**src/rtl/fifo_burst_writer.sv**
```systemverilog
// Burst producer for the async FIFO write port: reserves space for a whole burst, then streams it.
// Optional macro BURST_WR_TIMEOUT_EN adds a bounded wait for FIFO space (tmo_err).
module fifo_burst_writer #(
  parameter int DATA_WIDTH  = 32,
  parameter int CNT_WIDTH   = 6,
  parameter int LEN_WIDTH   = 8,
  parameter int TIMEOUT_CYC = 1024
) (
  input  logic                  wr_clk,
  input  logic                  wr_rst_n,
  input  logic                  burst_req,
  input  logic [LEN_WIDTH-1:0]  burst_len,
  output logic                  burst_ack,
  output logic                  burst_done,
  output logic                  len_err,
  output logic                  tmo_err,
  output logic                  busy,
  input  logic [DATA_WIDTH-1:0] s_data,
  input  logic                  s_valid,
  output logic                  s_ready,
  input  logic                  fifo_full,
  input  logic [CNT_WIDTH-1:0]  wr_data_count,
  output logic                  fifo_wr_en,
  output logic [DATA_WIDTH-1:0] fifo_wr_data,
  output logic                  ovf_err
);

  localparam int DEPTH = 2 ** (CNT_WIDTH - 1);
  localparam int CMP_W = CNT_WIDTH + LEN_WIDTH;

  typedef enum logic [1:0] {IDLE, WAIT_SPACE, BURST} state_t;

  state_t               state, state_nxt;
  logic [LEN_WIDTH-1:0] len_reg, beat_cnt;
  logic [CNT_WIDTH-1:0] free;
  logic                 space_ok, len_bad, last_beat, tmo_hit;

  // wr_data_count lags the real occupancy, so this never overstates free space
  assign free      = CNT_WIDTH'(DEPTH) - wr_data_count;
  assign space_ok  = {{LEN_WIDTH{1'b0}}, free} >= {{CNT_WIDTH{1'b0}}, len_reg};
  assign len_bad   = {{CNT_WIDTH{1'b0}}, burst_len} > CMP_W'(DEPTH);
  assign last_beat = fifo_wr_en && (beat_cnt == LEN_WIDTH'(1));

`ifdef BURST_WR_TIMEOUT_EN
  localparam int TW = $clog2(TIMEOUT_CYC + 1);
  logic [TW-1:0] wait_cnt;

  // Counter sits at zero outside WAIT_SPACE, so entry always starts a fresh count
  always_ff @(posedge wr_clk or negedge wr_rst_n) begin
    if (!wr_rst_n)                wait_cnt <= '0;
    else if (state != WAIT_SPACE) wait_cnt <= '0;
    else                          wait_cnt <= wait_cnt + 1'b1;
  end

  assign tmo_hit = (state == WAIT_SPACE) && !space_ok && (wait_cnt == TW'(TIMEOUT_CYC - 1));

  always_ff @(posedge wr_clk or negedge wr_rst_n) begin
    if (!wr_rst_n) tmo_err <= 1'b0;
    else           tmo_err <= tmo_hit;
  end
`else
  assign tmo_hit = 1'b0;
  assign tmo_err = 1'b0;
`endif

  always_ff @(posedge wr_clk or negedge wr_rst_n) begin
    if (!wr_rst_n) state <= IDLE;
    else           state <= state_nxt;
  end

  always_comb begin
    state_nxt = state;
    case (state)
      IDLE:       if (burst_req && !len_bad) state_nxt = WAIT_SPACE;
      WAIT_SPACE: begin
        if (space_ok)     state_nxt = (len_reg == '0) ? IDLE : BURST;
        else if (tmo_hit) state_nxt = IDLE;
      end
      BURST:      if (last_beat) state_nxt = IDLE;
      default:    state_nxt = IDLE;
    endcase
  end

  always_comb begin
    busy         = (state != IDLE);
    s_ready      = (state == BURST) && !fifo_full;
    fifo_wr_en   = s_ready && s_valid;
    fifo_wr_data = s_data;
  end

  always_ff @(posedge wr_clk or negedge wr_rst_n) begin
    if (!wr_rst_n) begin
      len_reg    <= '0;
      beat_cnt   <= '0;
      burst_ack  <= 1'b0;
      burst_done <= 1'b0;
      len_err    <= 1'b0;
      ovf_err    <= 1'b0;
    end else begin
      burst_ack  <= (state == WAIT_SPACE) && space_ok;
      burst_done <= ((state == WAIT_SPACE) && space_ok && (len_reg == '0)) ||
                    ((state == BURST) && last_beat);
      len_err    <= (state == IDLE) && burst_req && len_bad;
      if ((state == IDLE) && burst_req)
        len_reg <= burst_len;
      if ((state == WAIT_SPACE) && space_ok)
        beat_cnt <= len_reg;
      else if ((state == BURST) && fifo_wr_en)
        beat_cnt <= beat_cnt - 1'b1;
      // Unreachable with a correct FIFO: a granted burst has its space reserved
      if ((state == BURST) && s_valid && fifo_full)
        ovf_err <= 1'b1;
    end
  end

endmodule

```
**config.mk**
```make
export PLATFORM = sky130hd
export DESIGN_NAME = fifo_burst_writer
export DESIGN_NICKNAME = d
export VERILOG_FILES = /design/src/rtl/fifo_burst_writer.sv
export SDC_FILE = /design/constraint.sdc
export NUM_CORES = 1
export LEC_CHECK = 0
export BUFFER_PORTS_ARGS = -buffer_cell sky130_fd_sc_hd__buf_2
export CAP_MARGIN = 25
export CORE_MARGIN = 3
export CORE_UTILIZATION = 47
export CTS_CLUSTER_DIAMETER = 60
export DETAILED_ROUTE_END_ITERATION = 12
export PLACE_DENSITY = 0.85
export SLEW_MARGIN = 10
export SYNTH_ARGS = -nofsm -noshare
export SYNTH_HDL_FRONTEND = slang
export SYNTH_SLANG_ARGS = --single-unit
```
**constraint.sdc**
```tcl
create_clock -name wr_clk -period 5.4 [get_ports wr_clk]
set_input_delay 1.08 -clock wr_clk [delete_from_list [all_inputs] [get_ports wr_clk]]
set_output_delay 1.08 -clock wr_clk [all_outputs]
set_load 0.01 [all_outputs]
```
==> results of run 1 <==
critical path: cells and delay by family:
kind	cells	cell delay, ns
compound gates	3	0.90
xor+xnor	1	0.11
fa+ha+maj	1	0.29
buf+inv	1	0.10
mux	1	0.34
simple gates	2	0.55
worst min-delay path by stage:
stage	from	to	slack, ns	cells after the start
2_1_floorplan	len_reg[6]	len_reg[6]	0.48	1
3_3_place_gp	ovf_err	ovf_err	0.45	1
3_5_place_dp	ovf_err	ovf_err	0.46	1
4_1_cts	ovf_err	ovf_err	0.49	1
5_1_grt	ovf_err	ovf_err	0.51	1
6_report	ovf_err	ovf_err	0.49	1
per-stage QoR:
step / worst slack (ns) / total power, mW
final: 2.212 / 0.7514
after CTS: 2.224 / 0.7590
after global placement: 1.938 / 0.6152
after global routing: 1.998 / 0.8190
after floorplan: 2.221 / 0.5602
after detailed placement: 1.899 / 0.6317
synthesized netlist by cell type (2+ instances only):
cell type	instances	share of area, %
or2_2	2	0.79
nand3_1	5	1.6
o21ai_0	11	3.5
dfrtp_1	22	35
a2111oi_0	2	1.1
buf_4	33	16
mux2_4	2	1.9
mux2i_1	2	1.3
nor2_1	9	2.1
inv_1	11	2.6
ha_1	9	7.1
mux2_2	3	2.1
nand4b_1	2	1.1
nor2b_1	3	1.2
nand2_1	14	3.3
xnor2_1	3	1.7
xor2_1	6	3.3
nor3_1	2	0.63
or4_1	2	0.95
o211ai_1	2	0.95
power by group through the flow:
stage | logic, mW | clock network (mW) | registers [mW]
final | 0.330 | 0.123 | 0.298
after global placement | 0.316 | 0 | 0.299
after global routing | 0.374 | 0.134 | 0.311
after CTS | 0.332 | 0.128 | 0.299
after floorplan | 0.274 | 0 | 0.286
after detailed placement | 0.328 | 0 | 0.303
layout make-up:
type | instances | area [um^2] | share of cell area (%)
clock buffer | 3 | 22.52 | 1.440
multi-input combinational | 99 | 735.7 | 47.04
tap | 44 | 55.05 | 3.520
sequential | 22 | 550.5 | 35.20
timing repair buffer | 25 | 125.1 | 8.000
inverter | 12 | 45.04 | 2.880
clock inverter | 1 | 30.03 | 1.920
cell families (layout without fill, tap and decap cells):
logic type	Yosys count	in the layout	synth area share, %
AND/OR/NAND/NOR	47	47	15.89
buffers and inverters	46	41	18.73
AO/OA/AOI/OAI	26	26	12.96
flip-flops	22	22	34.78
adder cells (fa/ha/maj)	9	9	7.115
XOR/XNOR	9	9	4.981
multiplexers	7	7	5.296
other	1	1	0.2369
cell usage in the layout, fill, tap and decap left out, types with 2 or more instances in the layout:
master,count
a2111oi_0,2
buf_2,25
clkbuf_4,3
dfrtp_1,22
ha_1,9
inv_1,11
mux2_2,3
mux2_4,2
mux2i_1,2
nand2_1,14
nand3_1,5
nand4b_1,2
nor2_1,9
nor2b_1,3
nor3_1,2
o211ai_1,2
o21ai_0,11
or2_2,2
or4_1,2
xnor2_1,3
xor2_1,6
layer usage:
layer | vias up | track usage, %
met2 | 33 | 22.84
li1 | 529 | -
met1 | 487 | 18.64
met5 | - | 0
met3 | 8 | 2.285
met4 | 0 | 7.008
==> results.py, run 1 <==
metrics = {
    "sta": {
        "setup_viol": 0,
        "worst_pin_slew_ns": 0.8084,
        "slew_violations": 0,
        "hold_viol_final": 0,
        "hold_ws_ns": 0.4880,
        "fmax_mhz": 313.6,
        "timing.final.crit_share_pct": 59.05,
        "slew_headroom_pct": 45.91,
        "rsz0062_at_grt": "no",
        "period_needed_ns": 3.188,
        "setup_tns_ns": 0,
        "clock_skew_ns": 0.003771,
    },
    "clocking": {
        "ctsLongestPathBuffers": 2,
        "clock-root-buffer": "clkbuf_4",
        "clkTransAtPathRegs_ns": 0.12,
        "cts_tree": "done",
        "h-tree-depth": 1,
        "cts_sinks": 22,
        "cts_repair_resize_count": 0,
        "clock_latency_ns": 0.30,
        "cts_setup_buffers": 0,
        "cts_hold_buf": 0,
        "numCtsBuffers": 3,
    },
    "finish": {
        "layout.cells.non_filler": 206,
        "drive_gt1_share_pct": 26.54,
        "fin_util_pct": 50.00,
        "num-nets-final": 223,
        "fin_area_mm2": 0.001564,
        "area_growth_pct": -1.186,
        "fill_cells": 291,
        "insertedDiodeCount": 0,
    },
    "routing": {
        "drt-total-wl_um": 2704,
        "vias": 1057,
        "dr.pass1.iters": 4,
        "top_layer": "met4",
        "viasPerCell": 5.131,
        "met1_length_um": 1166,
        "final_antenna_net_count": 0,
        "wl_met2_um": 1284,
        "dr.first_iter.drc_count": 22,
        "wire_per_inst_um": 13.13,
        "drc": 0,
        "met3_length_um": 208,
    },
    "yosys": {
        "netlist_area_mm2": 0.001583,
        "ys_warn_count": 0,
        "seq_area_frac_synth_pct": 34.78,
        "syn_nets": 227,
        "synth_top_flop_cell": "dfrtp_1",
        "avgSynthCellArea_um2": 9.478,
        "yosysUniqueCellTypes": 42,
        "synthCells": 167,
        "ys_ff_latch": 22,
        "synth_edf_count": 0,
        "ys_async_sr_fraction_pct": 100.0,
    },
    "setup_path": {
        "crit_chain": "buf_2 -> nor3_1 -> nor3b_1 -> xor2_1 -> ha_1 -> o21ai_0 -> a21o_4 -> a211oi_4 -> mux2_4",
        "cp-start-kind": "primary input",
        "critPathKind": "primary input to flop",
        "critPathSlowestCell": "a211oi_4",
        "endpoint": "beat_cnt[1]",
        "setup.worst_path.start": "wr_data_count[1]",
        "cp_data_arrival_time_ns": 3.39,
        "critPathMaxFanout": 9,
        "end_kind": "flop",
        "slowest_delay_ns": 0.45,
        "r2r_slack_ns": 3.31,
        "reg2regPathDepth": 5,
        "crit_required_ns": 5.60,
        "reg2reg_from": "len_reg[0]",
        "r2r_end": "beat_cnt[1]",
    },
    "die": {
        "io_pins": 91,
        "coreArea_mm2": 0.003128,
        "dieHeight_um": 64.03,
        "dieArea_mm2": 0.004100,
        "initial_core_util_pct": 50.60,
        "row_count": 20,
        "die_w_um": 64.03,
    },
    "run": {
        "cap_violations": 0,
    },
    "pwr": {
        "p_leak_nw": 0.7189,
        "p_per_area_mw_per_mm2": 480.4,
        "p_int_mw": 0.4596,
        "p_comb_share_pct": 43.9,
        "max-vdd-ir-drop_v": 0.0001571,
        "pwr-share-seq_pct": 39.7,
        "p_sw_mw": 0.2918,
        "switching_share_pct": 38.83,
        "clock_power_share_pct": 16.4,
    },
    "place": {
        "dp_hpwl_um": 2218,
        "dp_cells": 202,
        "portBuffers": 25,
        "gp_congestion": 0.7976,
        "post_dp_cell_area_mm2": 0.001511,
    },
    "grt": {
        "overflow": 0,
        "grt_max_degree": 23,
        "grt_usage_pct": 14.28,
        "antenna_found_initial": 0,
        "grt_pass1_wl_um": 4657,
        "first_global_vias": 1067,
    },
    "hold_path": {
        "hold_class": "flop to flop",
    },
    "status": {
        "status": "completed",
    },
}
(Power assumes the default switching activity.)
==> inputs of run 2 (changes only) <==
Settings changed: CORE_UTILIZATION 47 to 44, PLACE_DENSITY 0.85 to 0.8.
Clock period 5.4 ns to 3.1 ns, I/O delays scaled along.
==> run 2 against run 1 <==
Compared with the run above: cell area shrank 0.80%; register-to-register slack lost 2.2 ns; die area up 6.2%; sequential share of layout area grew 0.28 points; clock-buffer cell count stayed put; non-clock buffer count grew 2; critical path depth increased by 1; via count rose by 0.66%; first-iteration DRC count grew to 2.8 times the previous value; combinational power rose by 75%; core utilization shrank 4.2 points; power increased by 63%; largest cell class unchanged.
==> results.py, run 2 (synthesized netlist as in run 1, its figures left out) <==
metrics = {
    "sta": {
        "timing.final.crit_share_pct": 83.54,
        "rsz0062_at_grt": "no",
        "setup_viol": 0,
        "clock_skew_ns": 0.003865,
        "slew_violations": 0,
        "fmax_mhz": 386.1,
        "period_needed_ns": 2.590,
        "setup_tns_ns": 0,
        "hold_viol_final": 0,
    },
    "pwr": {
        "p_sw_mw": 0.5036,
        "pwr-share-seq_pct": 42.4,
        "switching_share_pct": 41.04,
        "p_per_area_mw_per_mm2": 790.8,
        "p_leak_nw": 0.7152,
        "clock_power_share_pct": 10.5,
        "p_int_mw": 0.7234,
        "max-vdd-ir-drop_v": 0.0003175,
        "p_comb_share_pct": 47.1,
    },
    "finish": {
        "drive_gt1_share_pct": 26.99,
        "layout_commonest_cell": "buf_2",
        "insertedDiodeCount": 0,
        "area_growth_pct": -1.976,
        "fill_cells": 320,
        "fin_util_pct": 45.77,
        "layout_common_cells": "buf_2, dfrtp_1, nand2_1",
        "num-nets-final": 225,
        "multi_input_area_um2": 735.7,
        "ff_latch_area_um2": 550.5,
        "fin_area_mm2": 0.001551,
    },
    "clocking": {
        "ctsLongestPathBuffers": 2,
        "cts_repair_resize_count": 0,
        "clkTransAtPathRegs_ns": 0.12,
        "cts_sinks": 22,
        "cts_hold_buf": 0,
        "clock_latency_ns": 0.31,
        "clock-root-buffer": "clkbuf_4",
        "cts_tree": "done",
        "h-tree-depth": 1,
        "numCtsBuffers": 3,
        "cts_setup_buffers": 0,
    },
    "routing": {
        "vias": 1064,
        "dr.first_iter.drc_count": 62,
        "wl_met2_um": 1265,
        "wire_per_inst_um": 13.57,
        "met3_length_um": 190,
        "drc": 0,
        "met1_length_um": 1332,
        "top_layer": "met4",
        "final_antenna_net_count": 0,
        "drt-total-wl_um": 2837,
        "dr.pass1.iters": 4,
        "viasPerCell": 5.091,
    },
    "die": {
        "io_pins": 91,
        "die_w_um": 65.98,
        "initial_core_util_pct": 46.70,
        "dieHeight_um": 65.98,
        "coreArea_mm2": 0.003390,
        "row_count": 21,
        "dieArea_mm2": 0.004353,
    },
    "grt": {
        "grt_usage_pct": 14.37,
        "first_global_vias": 1087,
        "overflow": 0,
        "antenna_found_initial": 0,
        "grt_max_degree": 23,
        "grt_pass1_wl_um": 4857,
    },
    "hold_path": {
        "hold_class": "primary input to async pin",
    },
    "status": {
        "status": "completed",
    },
    "setup_path": {
        "critPathMaxFanout": 7,
        "cp-start-kind": "primary input",
        "cp_data_arrival_time_ns": 2.83,
        "critPathKind": "primary input to flop",
        "end_kind": "flop",
        "crit_required_ns": 3.34,
    },
    "place": {
        "portBuffers": 25,
        "post_dp_cell_area_mm2": 0.001529,
        "dp_hpwl_um": 2279,
        "gp_congestion": 0.8064,
    },
    "run": {
        "cap_violations": 0,
    },
}
-- run 2: cell count changes in the layout (fill, tap and decap cells not counted) --
| cell | change |
|---|---|
| bufinv_16 | -1 |
| buf_4 | +2 |
-- run 2: cell type report --
cell class,instances,share of cell area [%]
inverters,12,2.903
multi-input cells,99,47.42
clock buffers,3,1.452
flip-flops and latches,22,35.48
well taps,46,3.710
repair buffers,27,9.032
-- run 2: critical path, cell delays in order --
cell and delay, ns:
buf_2 0.12, nor3_1 0.27, nor3b_1 0.29, xor2_1 0.11, ha_1 0.30, o21ai_0 0.15, a21o_4 0.28, a211oi_4 0.28
buf_4 0.21, mux2i_1 0.19
-- run 2: worst paths after layout --
check / endpoint / from / slack [ns] / cells after the start
worst max-delay path: beat_cnt[3] / wr_data_count[2] / 0.51 / 10
worst min-delay path: beat_cnt[2] / wr_rst_n / 0.26 / 1
worst max register to register: beat_cnt[5] / len_reg[0] / 1.10 / 6
worst min register to register: ovf_err / ovf_err / 0.48 / 1
max in group asynchronous: state[0] / wr_rst_n / 2.51 / 1
min in group wr_clk: ovf_err / ovf_err / 0.48 / 1
-- run 2: power by group through the flow --
stage / logic, mW / registers, mW / clock network, mW
2_1_floorplan: 0.478 / 0.498 / 0
3_3_place_gp: 0.561 / 0.518 / 0
3_5_place_dp: 0.581 / 0.525 / 0
4_1_cts: 0.585 / 0.520 / 0.132
5_1_grt: 0.666 / 0.536 / 0.143
6_report: 0.578 / 0.520 / 0.128
-- run 2: routing by layer --
layer / vias to the layer above / track usage, %
li1: 533 / -
met1: 486 / 18.68
met2: 38 / 22.40
met3: 7 / 4.082
met4: 0 / 5.838
met5: - / 0
-- run 2: through the flow --
stage / total power, mW / hold WS, ns / std cells / setup WS [ns]
global route: 1.345 / 0.2816 / 209 / 0.3431
global placement: 1.079 / 0.4479 / 206 / 0.2946
CTS: 1.237 / 0.2657 / 209 / 0.5009
finish: 1.227 / 0.2570 / 209 / 0.5102
floorplan: 0.9758 / 0.3244 / 167 / 0.3806
detailed placement: 1.105 / 0.4637 / 206 / 0.1787
